==> config.mk <==
export PLATFORM = sky130hd
export DESIGN_NAME = hello_gen
export DESIGN_NICKNAME = d
export VERILOG_FILES = /design/src/rtl/hello_pkg.sv /design/src/rtl/hello_rom.sv /design/src/rtl/hello_gen.sv
export SDC_FILE = /design/constraint.sdc
export NUM_CORES = 1
export LEC_CHECK = 0
export ABC_AREA = 1
export CORE_ASPECT_RATIO = 0.5
export CORE_MARGIN = 2
export CORE_UTILIZATION = 30
export DETAILED_ROUTE_END_ITERATION = 7
export PLACE_DENSITY = 0.55
export REMOVE_ABC_BUFFERS = 1
export SYNTH_ARGS = -nofsm -noshare
export SYNTH_HDL_FRONTEND = slang
export SYNTH_HIERARCHICAL = 1
export SYNTH_SLANG_ARGS = --single-unit
==> constraint.sdc <==
create_clock -name Clk -period 2.2 [get_ports Clk]
set_input_delay 0.66 -clock Clk [delete_from_list [all_inputs] [get_ports Clk]]
set_output_delay 0.66 -clock Clk [all_outputs]
set_load 0.005 [all_outputs]
==> src/rtl/hello_pkg.sv <==
// Shared definitions for the "HELLO" generator and receiver.
// Holds the character set, the one-hot state encoding and the gap limits.
package hello_pkg;

  localparam logic [7:0] CHAR_H = 8'h48;
  localparam logic [7:0] CHAR_E = 8'h45;
  localparam logic [7:0] CHAR_L = 8'h4C;
  localparam logic [7:0] CHAR_O = 8'h4F;

  localparam int         FRAME_LEN = 5;
  localparam logic [2:0] LAST_IDX  = 3'd4;

  localparam int GAP_CYC_MIN = 1;
  localparam int GAP_CYC_MAX = 255;

  typedef enum logic [2:0] {
    IDLE = 3'b001,
    SEND = 3'b010,
    GAP  = 3'b100
  } state_t;

  // Keeps an out-of-range gap setting inside the supported 1..255 window.
  function automatic logic [7:0] gap_limit(input int cyc);
    if (cyc < GAP_CYC_MIN) begin
      return 8'(GAP_CYC_MIN);
    end else if (cyc > GAP_CYC_MAX) begin
      return 8'(GAP_CYC_MAX);
    end else begin
      return 8'(cyc);
    end
  endfunction

endpackage

==> src/rtl/hello_rom.sv <==
// Character lookup for the "HELLO" frame.
// Indices past the last character read as 0x00.
module hello_rom
  import hello_pkg::*;
(
  input  logic [2:0] idx,
  output logic [7:0] char_byte
);

  always_comb begin
    char_byte = 8'h00;
    case (idx)
      3'd0:    char_byte = CHAR_H;
      3'd1:    char_byte = CHAR_E;
      3'd2:    char_byte = CHAR_L;
      3'd3:    char_byte = CHAR_L;
      3'd4:    char_byte = CHAR_O;
      default: char_byte = 8'h00;
    endcase
  end

endmodule

==> src/rtl/hello_gen.sv <==
// Streams the five-byte "HELLO" frame over a valid/ready handshake.
// Frames can repeat with a fixed idle gap between them.
module hello_gen
  import hello_pkg::*;
#(
  parameter int GAP_CYC = 4
) (
  input  logic       Clk,
  input  logic       Rst,
  input  logic       start,
  input  logic       repeat_en,
  input  logic       ready,
  output logic [7:0] data,
  output logic       valid,
  output logic       busy,
  output logic       done,
  output logic [7:0] frame_cnt
);

  localparam logic [7:0] GAP_LAST = gap_limit(GAP_CYC) - 8'd1;

  state_t     state;
  state_t     state_nxt;
  logic [2:0] idx;
  logic [2:0] idx_nxt;
  logic [7:0] gap_cnt;
  logic [7:0] gap_nxt;
  logic [7:0] cnt_nxt;
  logic       done_nxt;
  logic       accept;
  logic [7:0] rom_byte;

  assign accept = valid & ready;

  // The ROM is addressed with the next index so data can be registered.
  hello_rom u_rom (
    .idx       (idx_nxt),
    .char_byte (rom_byte)
  );

  always_comb begin
    state_nxt = state;
    idx_nxt   = idx;
    gap_nxt   = gap_cnt;
    cnt_nxt   = frame_cnt;
    done_nxt  = 1'b0;
    unique case (state)
      IDLE: begin
        if (start) begin
          state_nxt = SEND;
          idx_nxt   = 3'd0;
        end
      end
      SEND: begin
        if (accept) begin
          if (idx == LAST_IDX) begin
            done_nxt  = 1'b1;
            cnt_nxt   = frame_cnt + 8'd1;
            idx_nxt   = 3'd0;
            gap_nxt   = 8'd0;
            state_nxt = repeat_en ? GAP : IDLE;
          end else begin
            idx_nxt = idx + 3'd1;
          end
        end
      end
      GAP: begin
        if (gap_cnt == GAP_LAST) begin
          state_nxt = SEND;
          idx_nxt   = 3'd0;
          gap_nxt   = 8'd0;
        end else begin
          gap_nxt = gap_cnt + 8'd1;
        end
      end
      default: begin
        state_nxt = IDLE;
        idx_nxt   = 3'd0;
        gap_nxt   = 8'd0;
      end
    endcase
  end

  // Outputs are registered from the next-state view, so none of them
  // follow ready/start/repeat_en combinationally.
  always_ff @(posedge Clk or posedge Rst) begin
    if (Rst) begin
      state     <= IDLE;
      idx       <= 3'd0;
      gap_cnt   <= 8'd0;
      valid     <= 1'b0;
      data      <= 8'h00;
      busy      <= 1'b0;
      done      <= 1'b0;
      frame_cnt <= 8'h00;
    end else begin
      state     <= state_nxt;
      idx       <= idx_nxt;
      gap_cnt   <= gap_nxt;
      valid     <= (state_nxt == SEND);
      data      <= (state_nxt == SEND) ? rom_byte : 8'h00;
      busy      <= (state_nxt != IDLE);
      done      <= done_nxt;
      frame_cnt <= cnt_nxt;
    end
  end

endmodule

== Yosys cells after proc, flatten, opt, wreduce, memory -nomap -nowiden ==
Index checks and enable logic that the tools add are counted.
Word-level totals
  bits in registers: 33
  output and inout port bits: 19
Operators by class
  bitwise gates (word level): 2
  multiplexer cells: 20
  reductions and logical operators: 4
  add/subtract/negate cells: 3
  eq/ne operators: 13
Operators with widths (count)
  8-bit two-way mux: 4
  7-bit one-hot mux with 4 select lines: 1
  3-bit two-way mux: 9
  8-bit one-hot mux with 3 select lines: 1
  3-bit one-hot mux with 3 select lines: 2
  8-bit by 1-bit adder with 8-bit output (second input constant): 2
  3-bit by 2-bit equality test with 1-bit output (second input constant): 4
  3-bit equality test (second input constant): 3
  8-bit by 2-bit equality test with 1-bit output (second input constant): 1
  3-bit by 1-bit equality test with 1-bit output (second input constant): 2
  3-bit AND reduction: 2
  2-bit != test (second input constant): 2
  3-bit by 1-bit adder with 3-bit output (second input constant): 1
  3-bit zero test: 1
  1-bit two-way mux: 3
  3-bit by 1-bit != test with 1-bit output (second input constant): 1
  2-bit OR reduction: 1
  1-bit AND: 1
  1-bit inverter: 1

== Logic depth before layout (Yosys ltp) ==
  depth after elaboration: 8
  gate-level depth with buffers: 12
  depth with buffers taken out: 12

== By module ==
The synthesis kept the hierarchy.
Modules (own cells, without submodules)
  hello_gen: times used 1, cells each 220, area an instance 1724.2 um^2, seq. area each 827.0 um^2
  hello_rom: times used 1, cells each 15, area an instance 75.1 um^2, seq. area each 0.0 um^2

== Worst setup path before layout ==
OpenSTA, ideal clock, no wires.
  kind: in2reg
  from: input port ready
  to: register data[2]
  arrival: 1.609 ns
  slack: 0.513 ns
  data required time: 2.122 ns
  stages: 10
  path buffers: 0
  cell sequence: nand2_1 nor2_2 nor2_2 o21ai_0 nand3_1 nor2_2 nand2_1 nand3_1 inv_1 a21oi_1
On the way
  longest elaborated chain between the ends: 7
Ends and longest elaborated chain
  start: declaration: line hello_gen.sv:12  | input logic ready,
  1-bit AND *: line hello_gen.sv:33  | assign accept = valid & ready;
  3-bit two-way mux *: line hello_gen.sv:55  | if (accept) begin
  3-bit one-hot mux with 3 select lines *: line hello_gen.sv:47  | unique case (state)
  net idx_nxt[0]: line hello_gen.sv:25  | logic [2:0] idx_nxt;
  3-bit by 2-bit equality test with 1-bit output: line hello_rom.sv:12  | case (idx)
  2-bit OR reduction (no line)
  7-bit one-hot mux with 4 select lines *: line hello_rom.sv:12
  net rom_byte[2]: line hello_gen.sv:31  | logic [7:0] rom_byte;
  8-bit two-way mux *: line hello_gen.sv:101  | data <= (state_nxt == SEND) ? rom_byte : 8'h00;
  end signal: assignment: line hello_gen.sv:101
  end: declaration: line hello_gen.sv:13  | output logic [7:0] data,
The timed path passes the listed nets; every way through them passes the cells marked *.
A chain may end at the register's enable or synchronous reset.

== Worst setup path after layout ==
Ends and elaborated chain as after synthesis.

==> flow_summary.yaml <==
synth:
  syn_avg_cell_area_um2: 7.656
  yosys_warnings: 6
  ys_top_cells_by_area: "dfrtp_1 45%, nand2_1 16%, inv_1 7.3%"
  yosysTopAreaCell: "dfrtp_1"
  netlist_instances: 235
  synth_top_area_share_pct: 44.51
  ys_seq_elements: 33
  synth.distinct_cells: 23
  ys_seq_area_share_pct: 45.97
  mappedNetlistArea_um2: 1799
power:
  leakage_nw: 1.141
  finalPower_mw: 1.923
  power_density_nw_per_um2: 833.5
  vdd_drop_max_v: 0.0003605
grt:
  grt_max_degree: 26
  antenna_found_initial: 0
  grt_pass1_wl_mm: 6.844
  grt_use_total_pct: 13.17
  overflow: 0
  grt_pass1_vias: 1512
routing:
  dr_total_vias: 1539
  vias_per_cell: 4.487
  firstDrtPassIters: 4
  drt_iter0_markers: 37
  remaining_drc_errors: 0
  drtAntennaViolNets: 0
  wl_per_cell_um: 11.67
  routed_wl_mm: 4.002
timing:
  hold_violations: 0
  fin_ws_ns: 0.1972
  drv_slew: 0
  post-route-period-util_pct: 91.04
  skew_ns: 0.002509
  rsz0062_at_grt: "no"
  max_freq_mhz: 499.3
  final-setup-viol-count: 0
  min_period_ns: 2.003
placed_design:
  dp_slack_ns: -0.09268
  dpl_cell_area_um2: 2165
  gp_congestion: 0.7763
  dp.final_hpwl_mm: 2.896
  io_buffers: 23
setup_path:
  reg2reg_slack_ns: 0.28
  r2r_cells: 11
  r2r_start: "gap_cnt[0]"
  cp.required_ns: 2.41
  startpoint: "ready"
  timing.rr.end: "data[2]"
  critPathCapture: "data[2]"
  arrival_ns: 2.21
  crit_fanout: 6
  critical_path_class: "in -> reg"
  cp-end-kind: "flop"
  cp-start-kind: "input port"
floorplanning:
  die_x_um: 113.5
  ios: 24
  initial_core_util_pct: 31.93
  row_count: 19
  core_area_um2: 5634
  fp.dieH_um: 58.76
  fp.dieArea_um2: 6670
clock_network:
  clk_pin_slew_ns: 0.05
  cts_tree: "yes"
  clockBufferDepth: 2
  cts_hold_buf: 0
  clk_latency_ns: 0.28
  post_cts_buffers: 0
  cts-resized-gates: 0
  clockRootBuffer: "clkbuf_16"
  clock-sinks: 33
  cts_buffers: 5
  htreeDepth: 2
layout:
  num-nets-final: 278
  area_growth_pct: 28.23
  final_common_cell: "nand2_1"
  drive_above_1_share_pct: 10.74
  fin_area_um2: 2307
  fillers: 552
  diodes: 0
  final_cell_mix: "78 x nand2_1, 35 x inv_1, 32 x dfrtp_1, 25 x nand3_1, 23 x clkdlybuf4s50_1"
  multi_input_area_um2: 807.0
  regArea_um2: 827.0
status:
  status: "finished, final reports clean"
min_path:
  hold_class: "reg -> reg"
job:
  cap_violations: 0
## cells by family (layout without fill, tap and decap cells)
| logic type | count (synthesis) | in the layout | share of synthesized area [%] |
|---|---|---|---|
| fa+ha+maj | 4 | 4 | 2.782 |
| compound gates | 20 | 20 | 5.702 |
| simple gates | 135 | 135 | 34.77 |
| flops | 33 | 33 | 45.97 |
| buf+inv | 40 | 73 | 9.597 |
| xor+xnor | 2 | 2 | 0.9738 |
| other cells | 1 | 3 | 0.2084 |
## how the worst min path moves through the flow
stage / startpoint / end / depth (start not counted)
floorplan: gap_cnt[7] / gap_cnt[7] / 2
global route: gap_cnt[1] / gap_cnt[1] / 2
finish: gap_cnt[1] / gap_cnt[1] / 2
detailed placement: gap_cnt[7] / gap_cnt[7] / 2
CTS: gap_cnt[1] / gap_cnt[1] / 2
global placement: gap_cnt[7] / gap_cnt[7] / 2
## cell type report
class,instances,share of cell area (%)
flip-flops and latches,33,35.85
multi-input cells,164,34.98
repair buffers,30,13.34
inverters,35,5.694
clock buffers,5,5.423
well taps,73,3.959
clock inverters,3,0.7592
## state kept, by name (all words and copies together) (netlist names)
| register | flops |
|---|---|
| data | 8 |
| gap_cnt | 8 |
| valid | 1 |
| busy | 1 |
| done | 1 |
| frame_cnt | 8 |
| state | 3 |
| idx | 3 |
## layer usage
| layer | GRT usage [%] | vias to the layer above | part of all wire, % |
|---|---|---|---|
| met4 | 5.226 | 0 | 1.3 |
| met2 | 22.93 | 14 | 48 |
| met3 | 3.296 | 5 | 2.2 |
| met1 | 16.09 | 717 | 49 |
| li1 | - | 803 | - |
| met5 | 0 | - | 0 |
## critical path: stages
cell	delay, ns
clkdlybuf4s50_1	0.46
nand2_1	0.15
inv_1	0.12
nor2_1	0.04
o21ai_0	0.16
nand3_1	0.16
nor2_2	0.15
nand2_1	0.09
nand3_1	0.09
inv_1	0.04
a21oi_1	0.10
## synthesized netlist by cell type
library cell and count:
buf_6 1, dfrtp_1 32, nand3b_1 5, nand2_2 1
xnor2_1 1, nand3_1 25, nor2_1 12, o21ai_0 11
xor2_1 1, dfstp_2 1, ha_1 4, buf_4 4
o211ai_1 1, nor2_2 5, a21oi_1 8, conb_1 1
nor3_4 1, nand4_1 2, or2_2 1, nor2_4 2
nand3_2 3, inv_1 35, nand2_1 78
## through the flow
stage	util (%)	setup TNS, ns	instances	hold slack [ns]
2_1_floorplan	-	0	232	0.4713
3_3_place_gp	38.42	-0.04458	335	0.4932
3_5_place_dp	38.42	-0.2359	335	0.5009
4_1_cts	40.95	0	343	0.5308
5_1_grt	40.95	0	343	0.5661
6_report	40.95	0	343	0.5327
## report_power, final
group / leakage, nW / switching, mW / internal (mW) / total [mW]
combinational: 0.623 / 0.279 / 0.218 / 0.497
sequential: 0.448 / 0.0535 / 0.696 / 0.749
clock: 0.0696 / 0.262 / 0.414 / 0.677
(Power assumes the default switching activity.)
==> patch 1, RTL diff (same flow settings) <==
The 3 states of `state_t` get a binary encoding in 2 bits. Comments in the files are not updated.
--- a/src/rtl/hello_pkg.sv
+++ b/src/rtl/hello_pkg.sv
@@ -15,6 +15,6 @@
 
-  typedef enum logic [2:0] {
-    IDLE = 3'b001,
-    SEND = 3'b010,
-    GAP  = 3'b100
+  typedef enum logic [1:0] {
+    IDLE = 2'd0,
+    SEND = 2'd1,
+    GAP  = 2'd2
   } state_t;
Formal check against the unedited RTL: same outputs for any inputs over 10 cycles, from zero or initial values and one cycle with Rst high; not proved beyond that.
==> patch 1 against the unedited design <==
Synthesized area down 4.0%. Die area is 3.8% lower. Register-to-register slack gained 0.13 ns. Sequential cell count down 1. Power is 43% higher. Wire length is 11% lower. Setup slack improved by 0.081 ns. Cell area decreased by 4.6%. Critical path type is now reg2out. Largest cell class unchanged. Highest routed layer unchanged.
==> patch 1: results (changes against the unedited design) <==
- Commonest cells post-synth: nand2_1 (79), inv_1 (39), dfrtp_1 (32), nor2_1 (27), nand3_1 (24)
- Initial DRC count: 56 (+51%)
- Total GRT Usage: 0.121 (-0.0109)
- Routability-driven placement congestion ratio: 0.899 (+16%)
- Arrival @ worst endpoint: 1.26 ns (-0.95 ns)
- CP top delay family: buffers and inverters
- Worst Path Max Fanout: 7 (+1)
- Vias in the first global route: 1437 (-5.0%)
- VDD IR max: 0.606 mV (+68%)
- Max incr delay on CP: 0.54 ns (+0.08 ns)
- Status: finished clean
- Ranking of synthesized cells by area: dfrtp_1 (46%), nand2_1 (17%), inv_1 (8.5%)
- First-pass GRT wire length: 6270 µm (-8.5%)
- R2R Setup Slk: 0.41 ns (+0.13 ns)
- Final net count: 277 (-0.36%)
- Wire length on met2: 1710 µm (-11%)
- Ratio of cells with drive above 1 in the final layout: 0.0520 (-0.0554)
- Synth cell types: 17 (-26%)
- Largest net degree at the start of global routing: 33 (+27%)
- Met3 wire length: 94 µm (+4.4%)
- Max Fclk: 520 MHz (+4.2%)
- Post-synthesis sequential area ratio: 0.464 (+0.00410)
- Setup skew after layout: 0.00772 ns (+0.00521 ns)
- Vias: 1494 (-2.9%)
- Post-CTS sizing: 0 (unchanged)
- Fillers: 568 (+2.9%)
- Lkg Pwr: 1.11 nW (-3.1%)
- WHS: 0.516 ns (-0.0164 ns)
- Routed len/inst: 10.5 µm (-10%)
- WL met1: 1710 µm (-12%)
- DP Wirelength: 2640 µm (-9.0%)
- Worst slack, placed: 0.0218 ns (+0.115 ns)
==> patch 1: changes by cell type after synthesis, moves of 2 or more <==
cell     change
nor2_1      +15
a21oi_1      -6
inv_1        +4
nand3_2      -3
nor2_2       -3
nor2_4       -2
==> patch 1: path summary, 6_finish.rpt <==
check                              from           end
max                        frame_cnt[4]  frame_cnt[4]
min                          gap_cnt[1]    gap_cnt[1]
max reg2reg                  gap_cnt[0]       data[2]
min reg2reg                  gap_cnt[1]    gap_cnt[1]
max in group asynchronous           Rst         valid
min in group asynchronous           Rst  frame_cnt[1]
==> patch 1: power by group <==
part	switching, mW	leakage (nW)	total, mW	internal, mW
clock network	0.248	0.0808	0.780	0.532
registers	0.187	0.406	0.983	0.795
logic	0.536	0.618	0.980	0.444
==> patch 1: cell type report <==
class	count	area, µm²	share of cell area
Clock buffer	6	129	0.0586
Clock inverter	2	35.0	0.0159
Inverter	39	146	0.0665
Multi-Input combinational cell	164	746	0.339
Sequential cell	32	801	0.364
Tap cell	73	91.3	0.0415
Timing Repair Buffer	26	253	0.115
==> patch 1: logic make-up after synthesis <==
group,Yosys count,share of synthesized area
XOR/XNOR,3,0.0152
AO/OA/AOI/OAI,13,0.0377
flip-flops,32,0.464
AND/OR/NAND/NOR,141,0.343
adder cells (fa/ha/maj),4,0.0290
buffers and inverters,44,0.109
other,1,0.00217
==> patch 1: routing by layer <==
layer / up-vias / GRT usage
met2: 17 / 0.211
met3: 8 / 0.0282
li1: 778 / -
met5: - / 0
met1: 691 / 0.146
met4: 0 / 0.0564
==> patch 1: metrics by stage <==
stage           util  area (µm²)  instances
2_1_floorplan      -        1690        235
3_3_place_gp   0.369        2040        334
3_5_place_dp   0.369        2040        334
4_1_cts        0.399        2200        342
5_1_grt        0.399        2200        342
6_report       0.399        2200        342
==> patch 2, RTL diff (config.mk and constraints unchanged) <==
Made on the original files. `data` no longer has a reset.
--- a/src/rtl/hello_gen.sv
+++ b/src/rtl/hello_gen.sv
@@ -91,3 +91,2 @@
       valid     <= 1'b0;
-      data      <= 8'h00;
       busy      <= 1'b0;
@@ -100,3 +99,2 @@
       valid     <= (state_nxt == SEND);
-      data      <= (state_nxt == SEND) ? rom_byte : 8'h00;
       busy      <= (state_nxt != IDLE);
@@ -107,2 +105,6 @@
 
+  always_ff @(posedge Clk) begin
+    data <= (state_nxt == SEND) ? rom_byte : 8'h00;
+  end
+
 endmodule
Formal check against the unedited RTL: not equivalent (a bounded check fails within 4 cycles, from zero or initial values and one cycle with Rst high).
==> patch 2 against the unedited design <==
Maximum frequency about the same. Sequential cell count unchanged. Power up 2.4%. Setup slack worse by 0.0017 ns. Wire length down 13%. Core utilization down 0.10 points. Non-clock buffer count down 1. Die area down 2.5%. Synthesized area down 2.6%. Clock skew up 0.0014 ns. Cell area down 1.5%. Critical endpoint is now data[2]. Highest routed layer unchanged.
==> patch 2: results (changes against the unedited design) <==
- Total GRT Usage: 0.118 (-0.0133)
- Internal: 1.44 mW (+8.4%)
- VDD IR max: 0.441 mV (+22%)
- Routability-driven placement congestion ratio: 0.787 (+1.4%)
- Initial DRC count: 97 (+160%)
- Final net count: 272 (-2.2%)
- Gate count after technology mapping: 230 (-2.1%)
- Fillers: 573 (+3.8%)
- Status: finished clean
- First-pass GRT wire length: 6060 µm (-11%)
- DP Wirelength: 2570 µm (-11%)
- Lkg Pwr: 1.13 nW (-0.76%)
- Met3 wire length: 161 µm (+79%)
- Placed cells: 329 (-1.8%)
- Largest net degree at the start of global routing: 11 (-58%)
- Die width: 112 µm (-1.3%)
- Ranking of synthesized cells by area: dfrtp_1 (34%), nand2_1 (15%), dfxtp_1 (9.1%)
- Asr flop ratio synth: 0.758 (-0.242)
- Synth Area in Compound Gates: 0.0636 (+0.00655)
- Vias in the first global route: 1393 (-7.9%)
- Ratio of cells with drive above 1 in the final layout: 0.0985 (-0.00892)
- Commonest cells post-synth: nand2_1 (72), inv_1 (33), nand3_1 (28), dfrtp_1 (24), nor2_1 (12)
- WL met1: 1730 µm (-11%)
- Non-filler instance count after layout: 337 (-1.7%)
- Via density: 4.41 (-1.8%)
- Worst Path Max Fanout: 4 (-2)
- Post-synthesis sequential area ratio: 0.449 (-0.0104)
patch 2: cell count changes after synthesis, moves of 3 or more:
cell     delta
nand3_1     +3
nand2_1     -6
o21ai_0     -8
o21ai_1     +7
xor2_1      +3
dfxtp_1     +8
dfrtp_1     -8
patch 2: power by group through the flow:
stage / Sequential (mW) / Combinational (mW) / Clock, mW
finish: 0.728 / 0.432 / 0.808
global route: 0.738 / 0.480 / 0.865
CTS: 0.729 / 0.438 / 0.834
detailed placement: 0.738 / 0.434 / 0
global placement: 0.736 / 0.430 / 0
floorplan: 0.738 / 0.244 / 0
patch 2: tightest hold or removal path, delay by kind of cell (launching register included):
kind / cells / cell delay [ns]
flops: 1 / 0.36
simple gates: 2 / 0.11
patch 2: final cells by class:
class / count / area share
clock buffer: 7 / 0.0628
clock inverter: 1 / 0.0132
inverter: 35 / 0.0578
multi-input combinational: 159 / 0.353
sequential: 33 / 0.346
tap: 73 / 0.0402
timing repair buffer: 29 / 0.127
patch 2: worst paths after layout:
check / endpoint / slack [ns] / cells after the start
setup / recovery: data[2] / 0.20 / 11
hold / removal: gap_cnt[1] / 0.51 / 2
setup reg to reg: data[2] / 0.34 / 11
hold reg to reg: gap_cnt[1] / 0.51 / 2
max in group asynchronous: frame_cnt[7] / 1.10 / 3
min in group asynchronous: state[1] / 0.64 / 2
patch 2: layer usage:
layer / vias up / GRT usage
met4: 0 / 0.0470
li1: 779 / -
met3: 8 / 0.0356
met5: - / 0
met2: 36 / 0.197
met1: 662 / 0.149
patch 2: cell families (layout without fill, tap and decap cells):
kind of cell	Yosys count	count (layout)
simple gates	126	126
flops	33	33
compound gates	21	21
xor+xnor	5	5
buf+inv	40	72
fa+ha+maj	4	4
other cells	1	3
